**src/rtl/mem_access_unit_if.sv**
```systemverilog
// rtl/mem_access_unit_if.sv - request/response and memory-side bus bundle for mem_access_unit
interface mem_access_unit_if #(
  parameter int ADDR_W = 32,
  parameter int DATA_W = 32
);
  logic              req_valid;
  logic              req_ready;
  logic              req_we;
  logic [1:0]        req_size;
  logic              req_signed;
  logic [ADDR_W-1:0] req_addr;
  logic [DATA_W-1:0] req_wdata;
  logic              resp_valid;
  logic [DATA_W-1:0] resp_rdata;
  logic              resp_err;
  logic              mem_ren;
  logic              mem_wen;
  logic [ADDR_W-1:0] mem_addr;
  logic [DATA_W-1:0] mem_din;
  logic [DATA_W-1:0] mem_dout;

  modport slave (
    input  req_valid, req_we, req_size, req_signed, req_addr, req_wdata, mem_dout,
    output req_ready, resp_valid, resp_rdata, resp_err,
    output mem_ren, mem_wen, mem_addr, mem_din
  );

  modport master (
    output req_valid, req_we, req_size, req_signed, req_addr, req_wdata, mem_dout,
    input  req_ready, resp_valid, resp_rdata, resp_err,
    input  mem_ren, mem_wen, mem_addr, mem_din
  );
endinterface

```
**src/rtl/mem_access_unit.sv**
```systemverilog
// rtl/mem_access_unit.sv - load/store front end: sub-word extract/extend, read-modify-write stores, alignment check
// Optional big-endian lane mapping when MEM_ACCESS_BIG_ENDIAN_EN is defined.
module mem_access_unit #(
  parameter int ADDR_W = 32,
  parameter int DATA_W = 32
) (
  input  logic              clk,
  input  logic              rst_n,
  mem_access_unit_if.slave  bus
);
  typedef enum logic [1:0] {S_IDLE, S_RD, S_WR, S_RESP} state_t;

  state_t            r_state;
  logic              r_ready;
  logic              r_ren;
  logic              r_wen;
  logic [ADDR_W-1:0] r_addr;
  logic [DATA_W-1:0] r_din;
  logic              r_resp_valid;
  logic [DATA_W-1:0] r_rdata;
  logic              r_err;
  logic              r_we;
  logic [1:0]        r_size;
  logic              r_signed;
  logic [1:0]        r_off;
  logic [DATA_W-1:0] r_wdata;

  logic              w_req_err;
  logic              w_word_store;
  logic [4:0]        w_shift;
  logic [DATA_W-1:0] w_lane;
  logic [DATA_W-1:0] w_load;
  logic [DATA_W-1:0] w_mask;
  logic [DATA_W-1:0] w_merged;

  assign w_req_err = (bus.req_size == 2'b11) ||
                     (bus.req_size == 2'b01 && bus.req_addr[0]) ||
                     (bus.req_size == 2'b10 && bus.req_addr[1:0] != 2'b00);
  assign w_word_store = bus.req_we && (bus.req_size == 2'b10);

  // Bit offset of the addressed lane inside the memory word.
  always_comb begin
    w_shift = 5'd0;
    if (r_size == 2'b00) begin
`ifdef MEM_ACCESS_BIG_ENDIAN_EN
      w_shift = 5'd24 - {r_off, 3'b000};
`else
      w_shift = {r_off, 3'b000};
`endif
    end else if (r_size == 2'b01) begin
`ifdef MEM_ACCESS_BIG_ENDIAN_EN
      w_shift = r_off[1] ? 5'd0 : 5'd16;
`else
      w_shift = r_off[1] ? 5'd16 : 5'd0;
`endif
    end
  end

  assign w_lane = bus.mem_dout >> w_shift;

  always_comb begin
    case (r_size)
      2'b00:   w_load = {{(DATA_W-8){r_signed & w_lane[7]}}, w_lane[7:0]};
      2'b01:   w_load = {{(DATA_W-16){r_signed & w_lane[15]}}, w_lane[15:0]};
      default: w_load = bus.mem_dout;
    endcase
  end

  assign w_mask   = ((r_size == 2'b00) ? 32'h0000_00FF : 32'h0000_FFFF) << w_shift;
  assign w_merged = (bus.mem_dout & ~w_mask) | ((r_wdata << w_shift) & w_mask);

  always_ff @(posedge clk or negedge rst_n) begin
    if (!rst_n) begin
      r_state      <= S_IDLE;
      r_ready      <= 1'b1;
      r_ren        <= 1'b0;
      r_wen        <= 1'b0;
      r_addr       <= '0;
      r_din        <= '0;
      r_resp_valid <= 1'b0;
      r_rdata      <= '0;
      r_err        <= 1'b0;
      r_we         <= 1'b0;
      r_size       <= 2'b00;
      r_signed     <= 1'b0;
      r_off        <= 2'b00;
      r_wdata      <= '0;
    end else begin
      case (r_state)
        S_IDLE: begin
          if (bus.req_valid && r_ready) begin
            r_we     <= bus.req_we;
            r_size   <= bus.req_size;
            r_signed <= bus.req_signed;
            r_off    <= bus.req_addr[1:0];
            r_wdata  <= bus.req_wdata;
            r_addr   <= {2'b00, bus.req_addr[ADDR_W-1:2]};
            r_ready  <= 1'b0;
            if (w_req_err) begin
              r_state      <= S_RESP;
              r_resp_valid <= 1'b1;
              r_err        <= 1'b1;
              r_rdata      <= '0;
            end else if (w_word_store) begin
              r_state <= S_WR;
              r_wen   <= 1'b1;
              r_din   <= bus.req_wdata;
            end else begin
              r_state <= S_RD;
              r_ren   <= 1'b1;
            end
          end
        end
        S_RD: begin
          r_ren <= 1'b0;
          if (r_we) begin
            r_state <= S_WR;
            r_wen   <= 1'b1;
            r_din   <= w_merged;
          end else begin
            r_state      <= S_RESP;
            r_resp_valid <= 1'b1;
            r_rdata      <= w_load;
            r_err        <= 1'b0;
          end
        end
        S_WR: begin
          r_wen        <= 1'b0;
          r_state      <= S_RESP;
          r_resp_valid <= 1'b1;
          r_rdata      <= '0;
          r_err        <= 1'b0;
        end
        default: begin
          r_resp_valid <= 1'b0;
          r_rdata      <= '0;
          r_err        <= 1'b0;
          r_ready      <= 1'b1;
          r_state      <= S_IDLE;
        end
      endcase
    end
  end

  assign bus.req_ready  = r_ready;
  assign bus.mem_ren    = r_ren;
  assign bus.mem_wen    = r_wen;
  assign bus.mem_addr   = r_addr;
  assign bus.mem_din    = r_din;
  assign bus.resp_valid = r_resp_valid;
  assign bus.resp_rdata = r_rdata;
  assign bus.resp_err   = r_err;
endmodule

```
**src/flat_wrapper.sv**
```systemverilog
// flat-port wrapper written by rule: the top's interface ports become plain ports
module mem_access_unit_flat 
#(
  parameter int ADDR_W = 32,
  parameter int DATA_W = 32
)
  (clk, rst_n, bus_req_valid, bus_req_we, bus_req_size, bus_req_signed, bus_req_addr, bus_req_wdata, bus_mem_dout, bus_req_ready, bus_resp_valid, bus_resp_rdata, bus_resp_err, bus_mem_ren, bus_mem_wen, bus_mem_addr, bus_mem_din);
  mem_access_unit_if #(.ADDR_W(ADDR_W), .DATA_W(DATA_W)) bus_i ();
  input  logic clk;
  input  logic rst_n;
  input wire logic [$bits(bus_i.req_valid)-1:0] bus_req_valid;
  input wire logic [$bits(bus_i.req_we)-1:0] bus_req_we;
  input wire logic [$bits(bus_i.req_size)-1:0] bus_req_size;
  input wire logic [$bits(bus_i.req_signed)-1:0] bus_req_signed;
  input wire logic [$bits(bus_i.req_addr)-1:0] bus_req_addr;
  input wire logic [$bits(bus_i.req_wdata)-1:0] bus_req_wdata;
  input wire logic [$bits(bus_i.mem_dout)-1:0] bus_mem_dout;
  output wire logic [$bits(bus_i.req_ready)-1:0] bus_req_ready;
  output wire logic [$bits(bus_i.resp_valid)-1:0] bus_resp_valid;
  output wire logic [$bits(bus_i.resp_rdata)-1:0] bus_resp_rdata;
  output wire logic [$bits(bus_i.resp_err)-1:0] bus_resp_err;
  output wire logic [$bits(bus_i.mem_ren)-1:0] bus_mem_ren;
  output wire logic [$bits(bus_i.mem_wen)-1:0] bus_mem_wen;
  output wire logic [$bits(bus_i.mem_addr)-1:0] bus_mem_addr;
  output wire logic [$bits(bus_i.mem_din)-1:0] bus_mem_din;
  assign bus_i.req_valid = bus_req_valid;
  assign bus_i.req_we = bus_req_we;
  assign bus_i.req_size = bus_req_size;
  assign bus_i.req_signed = bus_req_signed;
  assign bus_i.req_addr = bus_req_addr;
  assign bus_i.req_wdata = bus_req_wdata;
  assign bus_i.mem_dout = bus_mem_dout;
  assign bus_req_ready = bus_i.req_ready;
  assign bus_resp_valid = bus_i.resp_valid;
  assign bus_resp_rdata = bus_i.resp_rdata;
  assign bus_resp_err = bus_i.resp_err;
  assign bus_mem_ren = bus_i.mem_ren;
  assign bus_mem_wen = bus_i.mem_wen;
  assign bus_mem_addr = bus_i.mem_addr;
  assign bus_mem_din = bus_i.mem_din;
  mem_access_unit #(.ADDR_W(ADDR_W), .DATA_W(DATA_W)) u_core (.clk(clk), .rst_n(rst_n), .bus(bus_i));
endmodule
```
**config.mk**
```make
export PLATFORM = sky130hd
export DESIGN_NAME = mem_access_unit_flat
export DESIGN_NICKNAME = d
export VERILOG_FILES = /design/src/rtl/mem_access_unit_if.sv /design/src/rtl/mem_access_unit.sv /design/src/flat_wrapper.sv
export SDC_FILE = /design/constraint.sdc
export NUM_CORES = 1
export LEC_CHECK = 0
export CAP_MARGIN = 20
export CORE_MARGIN = 2
export CORE_UTILIZATION = 25
export CTS_CLUSTER_DIAMETER = 50
export CTS_CLUSTER_SIZE = 28
export DETAILED_ROUTE_END_ITERATION = 10
export SKIP_LAST_GASP = 1
export SYNTH_ARGS = -nofsm -noshare
export SYNTH_HDL_FRONTEND = slang
export SYNTH_SLANG_ARGS = --single-unit
```
**constraint.sdc**
```tcl
create_clock -name clk -period 1.91 [get_ports clk]
set_input_delay 0.382 -clock clk [delete_from_list [all_inputs] [get_ports clk]]
set_output_delay 0.382 -clock clk [all_outputs]
set_load 0.05 [all_outputs]
```
After elaboration in Yosys (flattened, before gate mapping)
Index checks and enable logic that the tools add are counted.
{"block": "totals", "elab_cells": 91, "in_bits": 103, "ff_bits": 139, "output_inout_bits": 101}
{"block": "classes", "shift": 3, "reduce_logical": 18, "bitwise_logic": 7, "n_eq_ne": 13, "muxes": 36}
{"op": "$mux W32", "count": 7}
{"op": "$pmux W32 S2", "count": 3}
{"op": "$and A32 B32 Y32", "count": 2}
{"op": "$shl A32 B5 Y32", "count": 2}
{"op": "$not A32 Y32", "count": 1}
{"op": "$or A32 B32 Y32", "count": 1}
{"op": "$shr A32 B5 Y16", "count": 1}
{"op": "$mux W16", "count": 1}
{"op": "$mux W5", "count": 3}
{"op": "$mux W1", "count": 13}
{"op": "$reduce_and A5 Y1", "count": 2}
{"op": "$ne A2 B1 Y1 const B", "count": 4}
{"op": "$eq A2 B1 Y1 const B", "count": 3}
{"op": "$eq A2 B2 Y1 const B", "count": 3}
{"op": "$mux W2", "count": 3}
{"op": "$ne A2 B2 Y1 const B", "count": 3}
{"op": "$pmux W1 S2", "count": 3}
{"op": "$pmux W1 S3", "count": 2}
{"op": "$pmux W2 S3", "count": 1}
{"op": "$logic_and A1 B1 Y1", "count": 4}
{"op": "$logic_not A2 Y1", "count": 2}
{"op": "$reduce_and A2 Y1", "count": 2}
{"op": "$reduce_and A4 Y1", "count": 1}
{"op": "$reduce_bool A2 Y1", "count": 2}
{"op": "6 further kinds", "count": 8}

Longest topological paths before layout
{"block": "depth", "word_depth": 9, "mapped_depth": 9, "depth_no_buf": 6}

Worst setup path after synthesis
No wires, ideal clock.
{"block": "synth_path", "kind": "register -> register", "startpoint": "register u_core.r_ready (netlist: u_core.bus.req_ready)", "endpoint": "register u_core.r_rdata[0] (netlist: u_core.bus.resp_rdata[0])", "n_path_buf": 1, "path_slack_ns": -0.047, "arrival_time_ns": 1.836, "required_ns": 1.789, "stages_incl_launch_ff": 6, "setup_ns": 0.121, "cell_sequence": "dfstp_2 -> nand2_1 -> o31a_1 -> or2_2 -> buf_2 -> a22o_1"}
{"block": "synth_via", "elab_chain_cells": 3}
{"element": "start, declared", "line": "mem_access_unit.sv:14", "rtl": "logic r_ready;"}
{"element": "start signal, assigned", "line": "mem_access_unit.sv:75", "rtl": "r_ready <= 1'b1;"}
{"element": "start signal, assigned", "line": "mem_access_unit.sv:98", "rtl": "r_ready <= 1'b0;"}
{"element": "start signal, assigned", "line": "mem_access_unit.sv:138", "rtl": "r_ready <= 1'b1;"}
{"element": "$logic_and A1 B1 Y1", "line": "mem_access_unit.sv:91", "rtl": "if (bus.req_valid && r_ready) begin"}
{"element": "$ne A2 B1 Y1 (no line)"}
{"element": "$reduce_and A3 Y1 (no line)"}
{"element": "end signal, assigned", "line": "mem_access_unit.sv:123", "rtl": "r_rdata <= w_load;"}
{"element": "end, declared", "line": "mem_access_unit.sv:20", "rtl": "logic [DATA_W-1:0] r_rdata;"}
Every way passes these cells.
A chain may end at the register's enable or synchronous reset.

Worst setup path in the final report
{"block": "layout_path", "startpoint": "register u_core.r_state[1]", "endpoint": "register u_core.r_din[1] (netlist: u_core.bus.mem_din[1])"}
{"block": "layout_via", "elab_chain_cells": 3}
{"element": "start, declared", "line": "mem_access_unit.sv:13", "rtl": "state_t r_state;"}
{"element": "start signal, assigned", "line": "mem_access_unit.sv:74", "rtl": "r_state <= S_IDLE;"}
{"element": "start signal, assigned", "line": "mem_access_unit.sv:100", "rtl": "r_state <= S_RESP;"}
{"element": "start signal, assigned", "line": "mem_access_unit.sv:105", "rtl": "r_state <= S_WR;"}
{"element": "$eq A2 B1 Y1 / $logic_not A2 Y1 (equally long branches)", "line": "mem_access_unit.sv:89", "rtl": "case (r_state)"}
{"element": "$ne A2 B1 Y1 (no line), or another cell as far along"}
{"element": "$reduce_and A5 Y1 (no line)"}
{"element": "end signal, assigned", "line": "mem_access_unit.sv:107", "rtl": "r_din <= bus.req_wdata;"}
{"element": "end signal, assigned", "line": "mem_access_unit.sv:119", "rtl": "r_din <= w_merged;"}
{"element": "end, declared", "line": "mem_access_unit.sv:18", "rtl": "logic [DATA_W-1:0] r_din;"}
Parallel ways exist; a longest one is shown, timed or not.

==> flow_summary.json <==
{
  "status": "finished clean",
  "cpPeakStageDelay_ns": 0.35,
  "ys_warn_count": 0,
  "wl_mm": 23.3,
  "finalWeightedCongestion": 0.844,
  "nets": 942,
  "cp-start-kind": "register",
  "yosys.area_share.simple_pct": 8.14,
  "core_area_um2": 25300,
  "synth-edff-count": 0,
  "synthCells": 596,
  "path_clk_slew_ns": 0.05,
  "grt_usage_pct": 17.3,
  "critical-path-top-delay-family": "buffers and inverters",
  "portBuffers": 201,
  "switchingPower_mw": 9.37,
  "skew_ns": 0.00899,
  "num_vias": 5794,
  "floorplan.initialDensity_pct": 25.6,
  "min_period_ns": 1.84,
  "tightest_slew_ns": 0.538,
  "power.clock.fraction_pct": 17.1,
  "numCtsBuffers": 17,
  "synth.area.mux_share_pct": 15.5,
  "synth_top_family_by_area": "compound AO/OA/AOI/OAI gates",
  "synth-main-ff-cell": "dfrtp_1",
  "overflow": 0,
  "async_reset_ff_share_pct": 100,
  "wire_per_inst_um": 19.8,
  "fin_crit_sh_pct": 96.4,
  "ant_nets": 0,
  "synth_fa_ha_area_share_pct": 0.772,
  "setup_viol": 0,
  "end_kind": "register",
  "holdWs_ns": 0.455,
  "hold_path.class": "in -> async",
  "rsz0062_at_grt": "yes",
  "clk_latency_ns": 0.42,
  "grt_max_degree": 38,
  "cp_num_buf_inv": 3,
  "drive_gt1_share_pct": 31.7,
  "grt_antenna_before_repair": 1,
  "row_count": 58,
  "dieWidth_um": 165,
  "intPower_mw": 10.5,
  "r2r_cells": 8,
  "ys_types": 55,
  "root_buffer": "clkbuf_16",
  "slew_headroom_pct": 63.9,
  "htree_levels": 4,
  "setup_slack_ns": 0.0686,
  "first_pass_iters": 5,
  "reg2reg_from": "u_core.r_state[1]",
  "dieArea_um2": 27200,
  "fmax_mhz": 543,
  "fin_setup_tns_ns": 0,
  "place_hpwl_mm": 17.6,
  "drc_errors": 0,
  "crit_type": "reg -> reg",
  "max-cap-violations": 0,
  "utilization_pct": 38.7,
  "peakVddDrop_v": 0.000759,
  "synth_xor_area_share_pct": 0,
  "r2r_setup_slack_ns": 0.07,
  "cts_buffer_depth": 2,
  "seq_area_frac_synth_pct": 47.5,
  "tritoncts": "done",
  "critPathRequiredTime_ns": 2.21,
  "hold_viol": 0,
  "arrival_ns": 2.14,
  "synth_compound_area_share_pct": 22.3,
  "drtIter0Drc": 377,
  "rr_endpoint": "u_core.bus.mem_din[1]",
  "cts.sinks": 123,
  "syn_avg_cell_area_um2": 10.9,
  "p_per_area_nw_per_um2": 2020,
  "switching_share_pct": 47.2,
  "grt_pass1_vias": 5970,
  "final_max_slew_viol_count": 0,
  "cp_slowest_cell": "dfrtp_1",
  "crit_path_max_fanout": 12,
  "die_y_um": 165,
  "ys_ff_latch": 123,
  "synth_area_um2": 6480,
  "area_delta_synth_final_pct": 51.3,
  "power_frac_comb_pct": 58.9,
  "cp_cell_sequence": "inv_2, buf_4, ha_4, a21bo_2, nand2_2, nor2_4, buf_8, mux2_2",
  "grt_pass1_wl_mm": 35.2,
  "seqPwrFrac_pct": 24.1,
  "routed_via_density": 4.91,
  "io_pins": 204,
  "leakagePower_nw": 4.34,
  "dp_slack_ns": -0.311
}
[cell type report]
type | instances | area (um^2)
antenna | 1 | 2.50
clock buffer | 25 | 505
clock inverter | 7 | 110
fill | 2487 | 15500
inverter | 23 | 86.3
multi-input combinational | 392 | 3090
sequential | 123 | 3080
tap | 330 | 413
timing repair buffer | 278 | 2520
[synthesized netlist by cell type, types with 3 or more instances]
master | instances | area [um^2]
o21ai_0 | 54 | 270
o31ai_1 | 17 | 128
a21oi_1 | 13 | 65.1
nor2_1 | 4 | 15.0
o221ai_1 | 30 | 263
a311o_1 | 7 | 70.1
inv_1 | 23 | 86.3
a22oi_1 | 8 | 60.1
dfrtp_1 | 122 | 3050
ha_1 | 4 | 50.1
nand2_1 | 42 | 158
o2111ai_1 | 16 | 140
o211ai_1 | 9 | 67.6
o31a_1 | 9 | 78.8
buf_2 | 14 | 70.1
nand2b_1 | 5 | 31.3
nor2b_1 | 11 | 68.8
nand3_1 | 11 | 55.1
a22o_1 | 7 | 61.3
nand4_1 | 9 | 56.3
o22ai_1 | 4 | 25.0
buf_6 | 3 | 33.8
clkbuf_1 | 27 | 101
o211a_1 | 7 | 70.1
mux2_2 | 68 | 766
buf_1 | 7 | 26.3
mux2i_1 | 24 | 240
buf_4 | 6 | 45.0
[how the worst max path moves through the flow]
| stage | from | endpoint | slack (ns) | depth (start not counted) |
|---|---|---|---|---|
| final | u_core.r_state[1] | u_core.bus.mem_din[1] | 0.07 | 8 |
| after global routing | u_core.r_state[1] | u_core.bus.mem_din[7] | -0.006 | 8 |
| after detailed placement | bus_req_size[0] | u_core.bus.mem_din[24] | -0.31 | 6 |
| after CTS | u_core.r_state[1] | u_core.bus.mem_din[1] | 0.002 | 9 |
| after global placement | bus_req_size[0] | u_core.bus.mem_din[22] | -0.28 | 6 |
| after floorplan | u_core.r_state[1] | u_core.bus.mem_din[6] | 0.002 | 9 |
[repair_timing]
action,4_1_cts,5_1_grt
pin swaps,1,1
setup buffers,2,4
resized for setup,36,10
cloned,1,1
endpoints found under the setup margin,55,42
hold buffers,1,0
endpoints found under the hold margin,22,0
[routing by layer]
metal / global-route usage (%) / up-vias / part of all wire (%)
met1: 22.7 / 2834 / 44
met2: 26.8 / 202 / 46
met4: 6.68 / 0 / 2.6
li1: - / 2729 / -
met5: 0 / - / 0
met3: 5.42 / 29 / 7.3
[cell families (layout without fill, tap and decap cells)]
logic type	after synthesis	after routing
compound gates	195	195
flops	123	123
simple gates	99	99
mux	92	92
buf+inv	82	333
fa+ha+maj	4	4
other cells	1	3
[cells in the final DEF (no fill, tap or decap), types with 3 or more instances in the layout]
| cell | netlist | routed |
|---|---|---|
| o221ai_1 | 30 | 30 |
| o31ai_1 | 17 | 17 |
| o22ai_1 | 4 | 4 |
| dfrtp_1 | 122 | 121 |
| nand3_1 | 11 | 10 |
| bufinv_16 | 0 | 3 |
| buf_4 | 6 | 135 |
| mux2i_1 | 24 | 24 |
| a22o_1 | 7 | 7 |
| nand2_1 | 42 | 41 |
| clkbuf_16 | 0 | 17 |
| a21oi_1 | 13 | 13 |
| dlygate4sd2_1 | 0 | 28 |
| nand2b_1 | 5 | 5 |
| nor2_1 | 4 | 4 |
| nand4_1 | 9 | 9 |
| clkinv_2 | 0 | 4 |
| o2111ai_1 | 16 | 16 |
| o211ai_1 | 9 | 9 |
| a311o_1 | 7 | 7 |
| mux2_2 | 68 | 68 |
| o21ai_0 | 54 | 53 |
| o31a_1 | 9 | 9 |
| clkdlybuf4s50_1 | 0 | 101 |
| clkbuf_1 | 27 | 3 |
| buf_12 | 0 | 10 |
| a22oi_1 | 8 | 8 |
| inv_1 | 23 | 22 |
| nor2b_1 | 11 | 9 |
| clkbuf_8 | 0 | 5 |
| o211a_1 | 7 | 7 |
[power groups by stage]
stage	Combinational, mW	Sequential, mW	Clock, mW
finish	11.7	4.78	3.39
global route	12.4	4.95	3.59
CTS	11.7	4.79	3.47
detailed placement	11.7	4.82	0
global placement	11.6	4.81	0
floorplan	4.30	8.04	0
[state kept, by name (all words and copies together), names as in the netlist]
register and count:
u_core.bus.resp_rdata 32, u_core.r_signed 1, u_core.bus.resp_err 1, u_core.bus.mem_ren 1, u_core.bus.mem_wen 1, u_core.bus.mem_din 32
u_core.r_off 2, u_core.bus.req_ready 1, u_core.r_size 2, u_core.bus.mem_addr 30, u_core.r_we 1, u_core.r_state 2
u_core.r_wdata 16, u_core.bus.resp_valid 1
[worst reg2reg max path: cells and delay by family (launching register included)]
kind | cells | cell delay, ns
AOI/OAI and AO/OA | 1 | 0.21
adders and majority gates | 1 | 0.18
buffers and inverters | 3 | 0.38
DFF | 1 | 0.35
muxes | 1 | 0.36
and+or+nand+nor | 2 | 0.24
[metrics by stage]
step	instance area, um^2	cells	power [mW]
after global routing	9810	1178	21.0
final	9810	1179	19.8
after detailed placement	9100	1139	16.5
after global placement	9100	1139	16.4
after CTS	9780	1175	20.0
after floorplan	6490	597	12.3
(Power assumes the default switching activity.)
==> RTL edit: new RTL, config.mk and constraints unchanged <==
`DATA_W` is set to 32 in 3 places; all go to 24.
--- a/src/rtl/mem_access_unit_if.sv
+++ b/src/rtl/mem_access_unit_if.sv
@@ -1,7 +1,7 @@
 // rtl/mem_access_unit_if.sv - request/response and memory-side bus bundle for mem_access_unit
 interface mem_access_unit_if #(
   parameter int ADDR_W = 32,
-  parameter int DATA_W = 32
+  parameter int DATA_W = 24
 );
   logic              req_valid;
   logic              req_ready;
--- a/src/rtl/mem_access_unit.sv
+++ b/src/rtl/mem_access_unit.sv
@@ -2,7 +2,7 @@
 // Optional big-endian lane mapping when MEM_ACCESS_BIG_ENDIAN_EN is defined.
 module mem_access_unit #(
   parameter int ADDR_W = 32,
-  parameter int DATA_W = 32
+  parameter int DATA_W = 24
 ) (
   input  logic              clk,
   input  logic              rst_n,
--- a/src/flat_wrapper.sv
+++ b/src/flat_wrapper.sv
@@ -2,7 +2,7 @@
 module mem_access_unit_flat 
 #(
   parameter int ADDR_W = 32,
-  parameter int DATA_W = 32
+  parameter int DATA_W = 24
 )
   (clk, rst_n, bus_req_valid, bus_req_we, bus_req_size, bus_req_signed, bus_req_addr, bus_req_wdata, bus_mem_dout, bus_req_ready, bus_resp_valid, bus_resp_rdata, bus_resp_err, bus_mem_ren, bus_mem_wen, bus_mem_addr, bus_mem_din);
   mem_access_unit_if #(.ADDR_W(ADDR_W), .DATA_W(DATA_W)) bus_i ();
Ports: changed (resized bus_mem_din, bus_mem_dout, bus_req_wdata and bus_resp_rdata); port bits go from 204 to 172. No check against the original RTL was run, so the function may have changed too.
==> RTL edit against the unedited design <==
Critical endpoint is now u_core.bus.mem_din[21]. Wire length shrank 26%. Setup slack lost 50 ps. Design area is 18% lower. Synthesized area fell by 17%. Total power is 22% lower. Sequential cell count shrank 16. Synthesized cell count decreased by 21%. Via count fell by 22%. Largest cell class is now sequential cells.
==> RTL edit: results (changes against the unedited design) <==
Fin Hold WS: 466.6 ps (was 454.6 ps)
number of post-CTS setup repair buffers: 0 (was 2)
largest net degree at the start of global routing: 54 (was 38)
Nets: 765 (was 942)
DP Wirelength: 13100 um (was 17640 um)
sequential area share after synthesis: 49.71% (was 47.48%)
non-filler cells, final: 953 (was 1179)
Pre-antenna DRT Iters: 4 (was 5)
H-tree depth: 3 (was 4)
Cell Area, Placed: 7644 um^2 (was 9102 um^2)
post-CTS sizing: 11 (was 36)
total power: 15.57 mW (was 19.85 mW)
Final min period: 1892 ps (was 1841 ps)
full die area: 22750 um^2 (was 27240 um^2)
Worst-path clk slew: 70 ps (was 50 ps)
M1 GR Usage: 22.03% (was 22.67%)
DR iter-0 viols: 258 (was 377)
grt met2 use: 22.34% (was 26.80%)
largest cells by area after synthesis: dfrtp_1 (49%), mux2_2 (12%), o2bb2ai_1 (3.9%), a21oi_1 (3.4%), mux2_4 (2.8%) (was dfrtp_1 (47%), mux2_2 (12%), o21ai_0 (4.2%), o221ai_1 (4.1%), mux2i_1 (3.7%))
share of cells above drive strength 1: 31.56% (was 31.72%)
LEAKAGE: 3.644 nW (was 4.340 nW)
Reg power frac: 26.4% (was 24.1%)
initial antenna violation count: 0 (was 1)
number of fill cells in the layout: 2141 (was 2487)
routed via count: 4496 (was 5794)
dpl cells: 935 (was 1139)
clock root cell: clkbuf_16 (unchanged)
GR Util met3: 3.223% (was 5.420%)
CP max FO: 7 (was 12)
met2 wire length: 7550 um (was 10830 um)
wl on met1: 8026 um (was 10180 um)
Inserted Clock Buffers: 9 (was 17)
final WL: 17270 um (was 23330 um)
antenna cells: 0 (was 1)
synth cell count leaders: dfrtp_1 (106), mux2_2 (57), a21oi_1 (37), nand2_1 (29), clkbuf_1 (25) (was dfrtp_1 (122), mux2_2 (68), o21ai_0 (54), nand2_1 (42), o221ai_1 (30))
maximum VDD drop: 728.6 uV (was 758.8 uV)
Clock Latency Late Sink: 350 ps (was 420 ps)
switching power total: 7.362 mW (was 9.373 mW)
vias in the first global route: 4399 (was 5970)
Clock Power Share: 11.3% (was 17.1%)
status: finished clean (unchanged)
clk_skew: 10.84 ps (was 8.995 ps)
PortBufs: 169 (was 201)
pre-CTS setup slack: -489.2 ps (was -310.9 ps)
reg2reg setup slack: 20 ps (was 70 ps)
Worst Tran Pin Value: 533.8 ps (was 537.7 ps)
-- RTL edit: cell types whose count changed after synthesis, moves of 11 or more --
cell,before,now
o31ai_1,17,2
a2bb2oi_1,0,16
o221ai_1,30,8
o2bb2ai_1,1,24
a31oi_1,0,13
dfrtp_1,122,106
a21oi_1,13,37
mux2_2,68,57
o21ai_0,54,8
nand2_1,42,29
o2111ai_1,16,1
-- RTL edit: final cells by class --
| type | instances | area (um^2) | area share, % |
|---|---|---|---|
| sequential | 107 | 2683 | 33.54 |
| multi-input combinational | 307 | 2496 | 31.21 |
| timing repair buffer | 231 | 2145 | 26.81 |
| tap | 275 | 344.1 | 4.302 |
| clock buffer | 13 | 250.2 | 3.129 |
| inverter | 18 | 67.56 | 0.8448 |
| clock inverter | 2 | 12.51 | 0.1564 |
-- RTL edit: cells by family (layout without fill, tap and decap cells) --
logic type      Yosys count  in the layout  share of synthesized area (%)
compound gates          137            137                          18.57
flops                   107            107                          49.71
mux                      84             84                          17.90
simple gates             80             80                          8.103
buf+inv                  55            264                          4.713
fa+ha+maj                 4              4                         0.9288
other cells               1              2                        0.06959
-- RTL edit: worst paths after layout --
| path | startpoint | endpoint | cells past startpoint |
|---|---|---|---|
| max | u_core.bus.req_ready | u_core.bus.mem_din[21] | 5 |
| min reg2reg | u_core.bus.resp_rdata[19] | u_core.bus.resp_rdata[19] | 1 |
| min | rst_n | u_core.r_wdata[13] | 2 |
| min in group clk | u_core.bus.resp_rdata[19] | u_core.bus.resp_rdata[19] | 1 |
| max in group asynchronous | rst_n | u_core.bus.req_ready | 3 |
| max reg2reg | u_core.bus.req_ready | u_core.bus.mem_din[21] | 5 |
-- RTL edit: worst max-delay path, cell delays in order (launching register included) --
cell and delay (ps):
dfstp_4 630, nand3_4 90, o32ai_4 290, and2_4 290
buf_12 150, mux2_4 300
